--- src/rtl/insn_encode_loader_pkg.sv ---
// X9 ISA encoding constants and loader types shared by the loader RTL and its benches.
package insn_encode_loader_pkg;

    localparam int INSTR_W = 9;

    typedef enum logic [4:0] {
        OP_ADD  = 5'd0,  OP_SUB  = 5'd1,  OP_AND  = 5'd2,  OP_OR   = 5'd3,
        OP_XOR  = 5'd4,  OP_SLL  = 5'd5,  OP_SRL  = 5'd6,  OP_SRA  = 5'd7,
        OP_LB   = 5'd8,  OP_SB   = 5'd9,  OP_BEQ  = 5'd10, OP_BNE  = 5'd11,
        OP_JR   = 5'd12, OP_SLT  = 5'd13, OP_NOT  = 5'd14, OP_RXOR = 5'd15,
        OP_MOVR = 5'd16, OP_MOVI = 5'd17
    } mnem_e;

    localparam logic [1:0] FMT_MOVR = 2'b10;
    localparam logic [1:0] FMT_MOVI = 2'b11;

    typedef enum logic [1:0] {CMD_EMIT, CMD_ORG, CMD_END, CMD_RSVD} ldr_cmd_e;
    typedef enum logic [1:0] {ERR_NONE, ERR_ILLEGAL, ERR_OVERFLOW, ERR_VERIFY} err_code_e;
    typedef enum logic [2:0] {ST_IDLE, ST_WRITE, ST_READ, ST_CHECK, ST_DONE, ST_ERROR} state_e;

endpackage

--- src/rtl/insn_encode_loader_if.sv ---
// Loader request channel, instruction-memory port and status, bundled for the loader.
interface insn_encode_loader_if #(parameter int AW = 8);
    import insn_encode_loader_pkg::*;

    logic               req_valid;
    logic               req_ready;
    logic [1:0]         req_cmd;
    logic [4:0]         req_op;
    logic [3:0]         req_ra;
    logic [2:0]         req_rb;
    logic [6:0]         req_imm;
    logic [AW-1:0]      req_addr;
    logic               im_we;
    logic               im_re;
    logic [AW-1:0]      im_addr;
    logic [INSTR_W-1:0] im_wdata;
    logic [INSTR_W-1:0] im_rdata;
    logic               busy;
    logic               done;
    logic               err;
    logic [1:0]         err_code;
    logic [AW:0]        count;

    modport master (
        output req_valid, req_cmd, req_op, req_ra, req_rb, req_imm, req_addr, im_rdata,
        input  req_ready, im_we, im_re, im_addr, im_wdata, busy, done, err, err_code, count
    );

    modport slave (
        input  req_valid, req_cmd, req_op, req_ra, req_rb, req_imm, req_addr, im_rdata,
        output req_ready, im_we, im_re, im_addr, im_wdata, busy, done, err, err_code, count
    );

endinterface

--- src/rtl/insn_encode_loader_packer.sv ---
// Combinational X9 packer: mnemonic + operand fields -> 9-bit machine word and legality.
module insn_encode_loader_packer
    import insn_encode_loader_pkg::*;
(
    input  logic [4:0]         i_op,
    input  logic [3:0]         i_ra,
    input  logic [2:0]         i_rb,
    input  logic [6:0]         i_imm,
    output logic [INSTR_W-1:0] o_word,
    output logic               o_legal
);

    // R-type words keep op[4]=0 in the MSB, which separates them from the 2'b1x formats.
    always_comb begin
        o_word  = '0;
        o_legal = 1'b1;
        if (i_op <= OP_RXOR)       o_word = {i_op, i_ra};
        else if (i_op == OP_MOVR)  o_word = {FMT_MOVR, i_ra, i_rb};
        else if (i_op == OP_MOVI)  o_word = {FMT_MOVI, i_imm};
        else                       o_legal = 1'b0;
    end

endmodule

--- src/rtl/insn_encode_loader.sv ---
// Sequential X9 program loader: packs requests, writes them to instruction memory, optionally verifies.
module insn_encode_loader
    import insn_encode_loader_pkg::*;
#(
    parameter int AW     = 8,
    parameter int DEPTH  = 256,
    parameter int VERIFY = 1
) (
    input  logic                Clk,
    input  logic                Reset_n,
    insn_encode_loader_if.slave bus
);

    localparam logic [AW:0] LP_DEPTH = (AW+1)'(DEPTH);
    localparam logic [AW:0] LP_ONE   = (AW+1)'(1);

    state_e             r_state, w_next;
    logic [AW:0]        r_pc, r_count;
    logic [INSTR_W-1:0] r_word, w_word;
    logic               r_done, r_err;
    err_code_e          r_err_code, w_err_code;
    logic               w_legal, w_latch, w_org, w_commit, w_set_err, w_set_done;

    insn_encode_loader_packer u_packer (
        .i_op   (bus.req_op),
        .i_ra   (bus.req_ra),
        .i_rb   (bus.req_rb),
        .i_imm  (bus.req_imm),
        .o_word (w_word),
        .o_legal(w_legal)
    );

    always_ff @(posedge Clk or negedge Reset_n) begin
        if (!Reset_n) begin
            r_state    <= ST_IDLE;
            r_pc       <= '0;
            r_count    <= '0;
            r_word     <= '0;
            r_done     <= 1'b0;
            r_err      <= 1'b0;
            r_err_code <= ERR_NONE;
        end else begin
            r_state <= w_next;
            if (w_latch) r_word <= w_word;
            if (w_org)   r_pc   <= {1'b0, bus.req_addr};
            if (w_commit) begin
                r_pc <= r_pc + LP_ONE;
                if (r_count < LP_DEPTH) r_count <= r_count + LP_ONE;
            end
            if (w_set_done) r_done <= 1'b1;
            if (w_set_err) begin
                r_err      <= 1'b1;
                r_err_code <= w_err_code;
            end
        end
    end

    // Strobes decode from state only, so an async reset removes them without a clock.
    always_comb begin
        w_next        = r_state;
        w_latch       = 1'b0;
        w_org         = 1'b0;
        w_commit      = 1'b0;
        w_set_err     = 1'b0;
        w_set_done    = 1'b0;
        w_err_code    = ERR_NONE;
        bus.req_ready = 1'b0;
        bus.im_we     = 1'b0;
        bus.im_re     = 1'b0;
        bus.im_addr   = '0;
        bus.im_wdata  = '0;
        case (r_state)
            ST_IDLE: begin
                bus.req_ready = 1'b1;
                if (bus.req_valid) begin
                    case (bus.req_cmd)
                        CMD_EMIT: begin
                            if (!w_legal) begin
                                w_set_err  = 1'b1;
                                w_err_code = ERR_ILLEGAL;
                                w_next     = ST_ERROR;
                            end else if (r_pc >= LP_DEPTH) begin
                                w_set_err  = 1'b1;
                                w_err_code = ERR_OVERFLOW;
                                w_next     = ST_ERROR;
                            end else begin
                                w_latch = 1'b1;
                                w_next  = ST_WRITE;
                            end
                        end
                        CMD_ORG: w_org = 1'b1;
                        CMD_END: begin
                            w_set_done = 1'b1;
                            w_next     = ST_DONE;
                        end
                        default: begin
                            w_set_err  = 1'b1;
                            w_err_code = ERR_ILLEGAL;
                            w_next     = ST_ERROR;
                        end
                    endcase
                end
            end
            ST_WRITE: begin
                bus.im_we    = 1'b1;
                bus.im_addr  = r_pc[AW-1:0];
                bus.im_wdata = r_word;
                if (VERIFY != 0) begin
                    w_next = ST_READ;
                end else begin
                    w_commit = 1'b1;
                    w_next   = ST_IDLE;
                end
            end
            ST_READ: begin
                bus.im_re   = 1'b1;
                bus.im_addr = r_pc[AW-1:0];
                w_next      = ST_CHECK;
            end
            ST_CHECK: begin
                if (bus.im_rdata == r_word) begin
                    w_commit = 1'b1;
                    w_next   = ST_IDLE;
                end else begin
                    w_set_err  = 1'b1;
                    w_err_code = ERR_VERIFY;
                    w_next     = ST_ERROR;
                end
            end
            default: ;
        endcase
    end

    assign bus.busy     = (r_state == ST_WRITE) || (r_state == ST_READ) || (r_state == ST_CHECK);
    assign bus.done     = r_done;
    assign bus.err      = r_err;
    assign bus.err_code = r_err_code;
    assign bus.count    = r_count;

endmodule

--- src/flat_wrapper.sv ---
// flat-port wrapper written by rule: the top's interface ports become plain ports
module insn_encode_loader_flat import insn_encode_loader_pkg::*;
#(
    parameter int AW     = 8,
    parameter int DEPTH  = 256,
    parameter int VERIFY = 1
)
  (Clk, Reset_n, bus_req_valid, bus_req_cmd, bus_req_op, bus_req_ra, bus_req_rb, bus_req_imm, bus_req_addr, bus_im_rdata, bus_req_ready, bus_im_we, bus_im_re, bus_im_addr, bus_im_wdata, bus_busy, bus_done, bus_err, bus_err_code, bus_count);
  insn_encode_loader_if #(.AW(AW)) bus_i ();
  input  logic Clk;
  input  logic Reset_n;
  input wire logic [$bits(bus_i.req_valid)-1:0] bus_req_valid;
  input wire logic [$bits(bus_i.req_cmd)-1:0] bus_req_cmd;
  input wire logic [$bits(bus_i.req_op)-1:0] bus_req_op;
  input wire logic [$bits(bus_i.req_ra)-1:0] bus_req_ra;
  input wire logic [$bits(bus_i.req_rb)-1:0] bus_req_rb;
  input wire logic [$bits(bus_i.req_imm)-1:0] bus_req_imm;
  input wire logic [$bits(bus_i.req_addr)-1:0] bus_req_addr;
  input wire logic [$bits(bus_i.im_rdata)-1:0] bus_im_rdata;
  output wire logic [$bits(bus_i.req_ready)-1:0] bus_req_ready;
  output wire logic [$bits(bus_i.im_we)-1:0] bus_im_we;
  output wire logic [$bits(bus_i.im_re)-1:0] bus_im_re;
  output wire logic [$bits(bus_i.im_addr)-1:0] bus_im_addr;
  output wire logic [$bits(bus_i.im_wdata)-1:0] bus_im_wdata;
  output wire logic [$bits(bus_i.busy)-1:0] bus_busy;
  output wire logic [$bits(bus_i.done)-1:0] bus_done;
  output wire logic [$bits(bus_i.err)-1:0] bus_err;
  output wire logic [$bits(bus_i.err_code)-1:0] bus_err_code;
  output wire logic [$bits(bus_i.count)-1:0] bus_count;
  assign bus_i.req_valid = bus_req_valid;
  assign bus_i.req_cmd = bus_req_cmd;
  assign bus_i.req_op = bus_req_op;
  assign bus_i.req_ra = bus_req_ra;
  assign bus_i.req_rb = bus_req_rb;
  assign bus_i.req_imm = bus_req_imm;
  assign bus_i.req_addr = bus_req_addr;
  assign bus_i.im_rdata = bus_im_rdata;
  assign bus_req_ready = bus_i.req_ready;
  assign bus_im_we = bus_i.im_we;
  assign bus_im_re = bus_i.im_re;
  assign bus_im_addr = bus_i.im_addr;
  assign bus_im_wdata = bus_i.im_wdata;
  assign bus_busy = bus_i.busy;
  assign bus_done = bus_i.done;
  assign bus_err = bus_i.err;
  assign bus_err_code = bus_i.err_code;
  assign bus_count = bus_i.count;
  insn_encode_loader #(.AW(AW), .DEPTH(DEPTH), .VERIFY(VERIFY)) u_core (.Clk(Clk), .Reset_n(Reset_n), .bus(bus_i));
endmodule
--- config.mk ---
export PLATFORM = sky130hd
export DESIGN_NAME = insn_encode_loader_flat
export DESIGN_NICKNAME = d
export VERILOG_FILES = /design/src/rtl/insn_encode_loader_pkg.sv /design/src/rtl/insn_encode_loader_if.sv /design/src/rtl/insn_encode_loader_packer.sv /design/src/rtl/insn_encode_loader.sv /design/src/flat_wrapper.sv
export SDC_FILE = /design/constraint.sdc
export NUM_CORES = 1
export LEC_CHECK = 0
export BUFFER_PORTS_ARGS = -buffer_cell sky130_fd_sc_hd__buf_2
export CAP_MARGIN = 25
export CORE_MARGIN = 2
export CORE_UTILIZATION = 33
export DETAILED_ROUTE_END_ITERATION = 7
export GPL_ROUTABILITY_DRIVEN = 0
export PLACE_DENSITY = 0.67
export RECOVER_POWER = 100
export SYNTH_ARGS = -nofsm -noshare
export SYNTH_HDL_FRONTEND = slang
export SYNTH_SLANG_ARGS = --single-unit
--- constraint.sdc ---
create_clock -name Clk -period 2.25 [get_ports Clk]
set_input_delay 0.45 -clock Clk [delete_from_list [all_inputs] [get_ports Clk]]
set_output_delay 0.45 -clock Clk [all_outputs]
set_load 0.01 [all_outputs]
### After elaboration in Yosys (flattened, before gate mapping)

Cells that the tools add are included.

| storage, ports and cells | value |
|---|---|
| register bits after elaboration | 34 |
| input port bits | 41 |
| output and inout port bits | 34 |

| cells by class | value |
|---|---|
| reductions and logical operators | 10 |
| order comparisons | 3 |
| equality and inequality tests | 10 |
| add/subtract/negate cells | 2 |
| mux-type cells | 44 |

Operators by type and width:

| cell | number |
|---|---|
| $mux 9 | 6 |
| $mux 1 | 23 |
| $add 9x1->9 const B | 2 |
| $mux 3 | 4 |
| $pmux 3 s4 | 1 |
| $eq 5x5->1 const B | 2 |
| $eq 9x9->1 | 1 |
| $ge 9x9->1 const B | 1 |
| $lt 9x9->1 const B | 1 |
| $pmux 3 s3 | 1 |
| $mux 2 | 4 |
| $mux 8 | 1 |
| $pmux 2 s2 | 2 |
| $eq 3x2->1 const B | 2 |
| $le 5x4->1 const B | 1 |
| $ne 2x2->1 const B | 2 |
| $pmux 1 s2 | 2 |
| $reduce_bool 4->1 | 1 |
| $reduce_or 2->1 | 2 |
| $eq 3x1->1 const B | 1 |
| $logic_not 3->1 | 1 |
| $reduce_and 3->1 | 1 |
| $eq 2x1->1 const B | 1 |
| $eq 2x2->1 const B | 1 |
| other kinds (4) | 5 |

### Logic depth before layout (Yosys ltp)

Gate-level depths: netlist of run 1.

| depth | value |
|---|---|
| word-level depth | 8 |
| mapped depth | 8 |
| depth with buffers taken out | 7 |

### Hierarchy

A second synthesis of run 1 with hierarchy kept.

| second synthesis, totals | value |
|---|---|
| cell total of the unflattened synthesis | 235 |
| area total of the unflattened synthesis | 2209.6 um^2 |

Modules (own cells, without submodules):

| module | area an instance (um^2) | instances | cells each |
|---|---|---|---|
| insn_encode_loader | 1978.1 | 1 | 199 |
| insn_encode_loader_packer | 231.5 | 1 | 36 |

### Worst setup path before layout of run 1

OpenSTA, ideal clock, no wires.

| path | value |
|---|---|
| kind | reg2out |
| from | reg u_core.r_state[2] |
| to | out bus_im_wdata[1] |
| data arrival time | 1.333 ns |
| stages on the path, launching flop included | 5 |
| setup slack | 0.467 ns |
| cell sequence | dfrtp_1 > clkbuf_1 > nand2b_1 > nor2_1 > and2_1 |

| on the way | value |
|---|---|
| longest elaborated chain between the ends | 2 |

RTL lines:

| item | line | source |
|---|---|---|
| start: declaration | insn_encode_loader.sv:17 | `state_e r_state, w_next;` |
| start signal: assignment | insn_encode_loader.sv:43 | `r_state <= w_next;` |
| $eq 3x1->1 | insn_encode_loader.sv:72 | `case (r_state)` |
| $mux 9 | insn_encode_loader.sv:72 |  |
| end: declaration | flat_wrapper.sv:24 | `output wire logic [$bits(bus_i.im_wdata)-1:0] bus_im_wdata;` |

No other way between the ends.

### Final worst setup path of run 1

| path | value |
|---|---|
| from | reg u_core.r_state[1] |
| to | out bus_im_addr[2] |

| on the way | value |
|---|---|
| longest elaborated chain between the ends | 3 |
| elaborated cells between the ends (all ways) | 4 |
| those cells by class | eq/ne: 2; mux: 1; reduce/logical: 1 |

RTL lines:

| item | line | source |
|---|---|---|
| $eq 3x2->1 or $eq 3x1->1 (tied branches) | insn_encode_loader.sv:72 |  |
| $reduce_or 2->1 (no line) * | - |  |
| $mux 8 * | insn_encode_loader.sv:72 |  |
| end: declaration | flat_wrapper.sv:23 | `output wire logic [$bits(bus_i.im_addr)-1:0] bus_im_addr;` |

Mark *: on every way between the ends. The rest lies on a longest branch, timed or not.

==> flow_summary.toml, run 1 <==
[setup_path]
cp-start-kind = "flop"
reg2reg_slack_ns = 0.23
cp.arrival_ns = 1.68
worstReg2RegEnd = "u_core.r_pc[6]$_DFFE_PN0P_"
crit_type = "flop to primary output"
endpoint_kind = "primary output"
worstPathRequired_ns = 1.80
r2r-start = "u_core.r_state[2]$_DFFE_PN0P_"
critPathMaxFanout = 7
r2r_cells = 5

[pwr]
seq_power_share = 0.495
combPwrFrac = 0.165
power_w = 0.001391
max-vdd-ir-drop_v = 0.0002252
power.density_nw_per_um2 = 495.2
switching_share = 0.2810
p_leak_nw = 1.373
internal_power_w = 0.001000
p_sw_w = 0.0003909
clkPwrFrac = 0.340

[synth]
synth-seq-cells = 34
yosysWarnings = 0
synth_edf_count = 0
async_flop_share = 1.000
ys_seq_area_frac = 0.3744
netlist_instances = 250
synth_top_cell_by_area = "dfrtp_1"
synth_cell_types = 50
syn-cell-area_um2 = 2272
yosys.area.top_type_share = 0.3744
synth_flop_cell = "dfrtp_1"
synth.area.top_cells = "dfrtp_1, xor2_1, and2_1"
syn_area_per_cell_um2 = 9.089
syn_nets = 299

[hold_path]
worstHoldStart = "bus_req_addr[0]"
hp-class = "input pin to flop"
holdPathEnd = "u_core.r_pc[0]$_DFFE_PN0P_"
hold_depth = 4

[sta]
fin_crit_sh = 0.9482
rsz0062_at_grt = "false"
fin_crit_ns = 2.133
tightest_slew_ns = 1.871
finalHoldViolCount = 0
final.setup.tns_ns = 0
fmax_mhz = 468.7
skew_ns = 0.01133
maxSlewViolCount = 35
slew_headroom = -0.2472
setup_viol = 0

[clocking]
clock_sinks = 34
clk_path_buf_depth = 2
cts_buffers = 5
post_cts_buffers = 0
clkTransAtPathRegs_ns = 0.08
root_buffer = "clkbuf_8"
htreeDepth = 2
clkLatencyLatePin_ns = 0.29
cts_tree = "done"

[detailed_routing]
vias = 2084
drt_iter0_markers = 81
drcViolationCount = 0
via_per_inst = 5.046
wl_um = 5731
dr.pass1.iters = 4
avgRoutedWirePerCell_um = 13.88
antenna_left = 0

[finish]
num_antenna_cells = 0
n_fill_cell = 677
area_delta_synth_final_pct = 23.62
drive_gt1_frac = 0.2583
final_area_um2 = 2809
nets = 381

[job]
cap_violations = 1

[grt]
gr-total-overflow = 0
grt_usage = 0.1533
globalRouteMet3Util = 0.03602
grt_pass1_wl_um = 9197
busiest_layer = "met2"
grt_max_degree = 35
grt_pass1_vias = 1949
use_met1 = 0.2156
antenna_found_initial = 0
grt_util_met2 = 0.2415

[floorplanning]
pin_count = 75
start_util = 0.3382
dieArea_um2 = 7566
coreArea_um2 = 6719
die_h_um = 86.98
die_x_um = 86.98
rows = 30

[placed_design]
io_buffers = 74
hpwl_um = 4459
placedInstanceArea_um2 = 2766

[outcome]
status = "finished with violations"
violations = "max-capacitance violations, max-slew violations"
-- per-layer routing --
layer	wire length, um	part of all wire	vias to the layer above
met3	310	0.054	2
met2	2626	0.46	61
met5	0	0	-
li1	-	-	1051
met4	23	0.0040	0
met1	2769	0.48	970
-- repair_timing --
action	4_1_cts	5_1_grt
gates resized for setup	0	1
setup endpoints to repair	0	7
hold buffers	0	0
-- cell usage in the layout (no fill, tap or decap), drive strengths merged, types with 2 or more instances in the layout --
master   n
nand2   28
xor2    13
nor4     3
and3     8
nor3    14
nand4    3
or3      2
clkbuf  34
nor3b    2
a21o     3
buf     59
a221oi   3
nand3    9
nor2    17
o21ai   13
nand2b   2
inv     13
xnor2    3
nand3b   3
mux2     7
a211o    2
a211oi   2
ha       8
a221o    5
and2    18
a21oi    9
dfrtp   34
o41ai    5
-- registers in the layout, summed over array words and instances, names as in the netlist --
name / count
u_core.bus.count: 9
u_core.r_pc: 9
u_core.r_word: 9
u_core.r_state: 3
u_core.bus.err_code: 2
u_core.bus.done: 1
u_core.bus.err: 1
-- through the flow --
step / setup WS, ns / instances / hold slack (ns) / utilization
global route: 0.01629 / 413 / 0.4569 / 0.4181
finish: 0.1165 / 413 / 0.4483 / 0.4181
floorplan: 0.4670 / 250 / 0.1544 / -
global placement: 0.1975 / 405 / 0.4515 / 0.4117
detailed placement: 0.1929 / 405 / 0.4600 / 0.4117
CTS: 0.03492 / 413 / 0.2616 / 0.4253
-- power groups by stage --
stage	sequential, W	combinational, W	clock [W]
2_1_floorplan	0.000685	0.000129	0
5_1_grt	0.000693	0.000258	0.000511
4_1_cts	0.000686	0.000236	0.000487
3_5_place_dp	0.000698	0.000235	0
6_report	0.000688	0.000230	0.000473
3_3_place_gp	0.000696	0.000231	0
-- worst max path at each step --
stage	start	endpoint	slack, ns
after global placement	bus_im_rdata[2]	u_core.r_pc[6]$_DFFE_PN0P_	0.20
after floorplan	u_core.r_state[2]$_DFFE_PN0P_	bus_im_wdata[1]	0.47
after detailed placement	bus_im_rdata[2]	u_core.r_pc[6]$_DFFE_PN0P_	0.19
after global routing	u_core.r_state[2]$_DFFE_PN0P_	bus_im_wdata[4]	0.02
after CTS	u_core.r_state[2]$_DFFE_PN0P_	bus_im_wdata[5]	0.03
final	u_core.r_state[1]$_DFFE_PN0P_	bus_im_addr[2]	0.12
-- layout make-up --
class	instances	area, um2	share of cell area
multi-input combinational	192	1300	0.4628
clock buffer	7	86.33	0.03074
timing repair buffer	86	417.9	0.1488
clock inverter	1	5.005	0.001782
sequential	34	850.8	0.3029
tap	80	100.1	0.03563
inverter	13	48.80	0.01737
-- critical path: stages (launching register included) --
cell and delay, ns:
dfrtp_1 0.48, buf_4 0.20, xnor2_1 0.14, nor2_1 0.26, and2_0 0.18, buf_2 0.13
-- kinds of logic (layout without fill, tap and decap cells) --
logic type      count (synthesis)  in the layout  synth area share
flops                          34             34            0.3745
buf+inv                        24            107           0.05066
fa+ha+maj                       8              8           0.04405
mux                             7              7           0.03469
compound gates                 47             47            0.1569
simple gates                  114            114            0.2775
xor+xnor                       16             16           0.06168
-- cell usage after synthesis (5+ instances only) --
cell type / number
o21ai_1: 7
dfrtp_1: 34
mux2_2: 6
nor2_1: 17
inv_1: 12
xor2_1: 13
a21oi_1: 7
clkbuf_1: 6
and2_1: 17
and3_1: 8
nand2_1: 28
ha_1: 8
o21ai_0: 5
nand3_1: 9
o41ai_1: 5
a221o_1: 5
nor3_1: 12
Note: power is estimated with default switching activity, not from simulation.
==> run 2: changes to the inputs <==
Settings changed: RECOVER_POWER 100 to not set.
==> flow_summary.toml, run 2 (synthesis results as in run 1) <==
[setup_path]
crit_path_cell_trace = "buf_4 -> xnor2_1 -> nor2_1 -> and2_1 -> buf_2"
cpLargestDelayFamily = "flip-flops"
path_buf_inv = 2
endpoint_kind = "primary output"
critPathMaxStageDelay_ns = 0.48
worstPathRequired_ns = 1.80
cp.arrival_ns = 1.66
critPathSlowestCell = "dfrtp_1"
cp-start-kind = "flop"
critPathMaxFanout = 7
crit_type = "flop to primary output"

[finish]
drive_gt1_frac = 0.3423
multi_input_area_um2 = 1309
area_delta_synth_final_pct = 25.88
final_cell_mix = "buf_2, dfrtp_1, nand2_1"
num_antenna_cells = 0
final_common_cell = "buf_2"
final-seq-area_um2 = 850.8
nets = 381
n_fill_cell = 665

[clocking]
cts_buffers = 5
htreeDepth = 2
clkTransAtPathRegs_ns = 0.08
post_cts_buffers = 0
cts_tree = "done"
root_buffer = "clkbuf_8"
clkLatencyLatePin_ns = 0.29
clk_path_buf_depth = 2
clock_sinks = 34

[placed_design]
io_buffers = 74
hpwl_um = 4459

[detailed_routing]
wl_met2_um = 2653
avgRoutedWirePerCell_um = 13.83
wl_met3_um = 298
vias = 2083
wl_um = 5710
drt-met1-wl_um = 2735
drt_iter0_markers = 84
dr.pass1.iters = 4
top_layer = "met4"
antenna_left = 0
drcViolationCount = 0
via_per_inst = 5.044

[sta]
skew_ns = 0.01164
fin_crit_sh = 0.9361
final.setup.tns_ns = 0
hold_slack_ns = 0.2326
finalHoldViolCount = 0
rsz0062_at_grt = "false"
setup_viol = 0
slew_headroom = 0.4786
fmax_mhz = 474.8
maxSlewViolCount = 0
fin_crit_ns = 2.106
tightest_slew_ns = 0.7820

[floorplanning]
start_util = 0.3382
coreArea_um2 = 6719
die_h_um = 86.98
rows = 30
die_x_um = 86.98
dieArea_um2 = 7566
pin_count = 75

[pwr]
max-vdd-ir-drop_v = 0.0002252
p_leak_nw = 1.482
power.density_nw_per_um2 = 487.4

[grt]
gr-total-overflow = 0
grt_usage = 0.1533
grt_pass1_vias = 1949
grt_pass1_wl_um = 9197
grt_max_degree = 35
antenna_found_initial = 0

[hold_path]
hp-class = "input pin to async pin"

[outcome]
status = "completed"

[job]
cap_violations = 0
[run 2: final timing paths]
check / start / to / slack, ns / cells past startpoint
setup / recovery: u_core.r_state[1]$_DFFE_PN0P_ / bus_im_addr[2] / 0.14 / 5
hold / removal: Reset_n / u_core.r_pc[5]$_DFFE_PN0P_ / 0.23 / 1
setup reg to reg: u_core.r_state[2]$_DFFE_PN0P_ / u_core.r_pc[6]$_DFFE_PN0P_ / 0.23 / 5
hold reg to reg: u_core.bus.err$_DFFE_PN0P_ / u_core.bus.err$_DFFE_PN0P_ / 0.48 / 1
max in group asynchronous: Reset_n / u_core.r_word[1]$_DFFE_PN0P_ / 1.51 / 1
min in group Clk: bus_req_addr[4] / u_core.r_pc[4]$_DFFE_PN0P_ / 0.45 / 4
[run 2: layer usage]
layer	global-route usage	up-vias
li1	-	1051
met3	0.03602	2
met5	0	-
met2	0.2415	54
met1	0.2156	976
met4	0.02983	0
[run 2: report_power, final]
part / leakage [nW] / total, W / internal [W] / switching [W]
Clock: 0.0482 / 0.000474 / 0.000247 / 0.000227
Combinational: 1.00 / 0.000233 / 0.000115 / 0.000119
Sequential: 0.429 / 0.000687 / 0.000641 / 0.0000464
Total: 1.48 / 0.00139 / 0.00100 / 0.000392
[run 2: cell type report]
| cell class | instances | area share |
|---|---|---|
| sequential | 34 | 0.2975 |
| clock buffer | 7 | 0.03018 |
| clock inverter | 1 | 0.001750 |
| timing repair buffer | 86 | 0.1610 |
| tap | 80 | 0.03500 |
| multi-input combinational | 192 | 0.4576 |
| inverter | 13 | 0.01706 |
[run 2: timing repair]
action | CTS | global route
endpoints found under the hold margin | 0 | 0
hold buffers | 0 | 0
resized for setup | 0 | 1
endpoints found under the setup margin | 0 | 7
[run 2: through the flow]
stage,total power [W],instance area [um2],instances,utilization,setup slack [ns]
3_3_place_gp,0.0009269,2766,405,0.4117,0.1975
4_1_cts,0.001409,2858,413,0.4253,0.03492
6_report,0.001394,2860,413,0.4257,0.1437
3_5_place_dp,0.0009331,2766,405,0.4117,0.1929
5_1_grt,0.001464,2860,413,0.4257,0.03161
2_1_floorplan,0.0008145,2272,250,-,0.4670
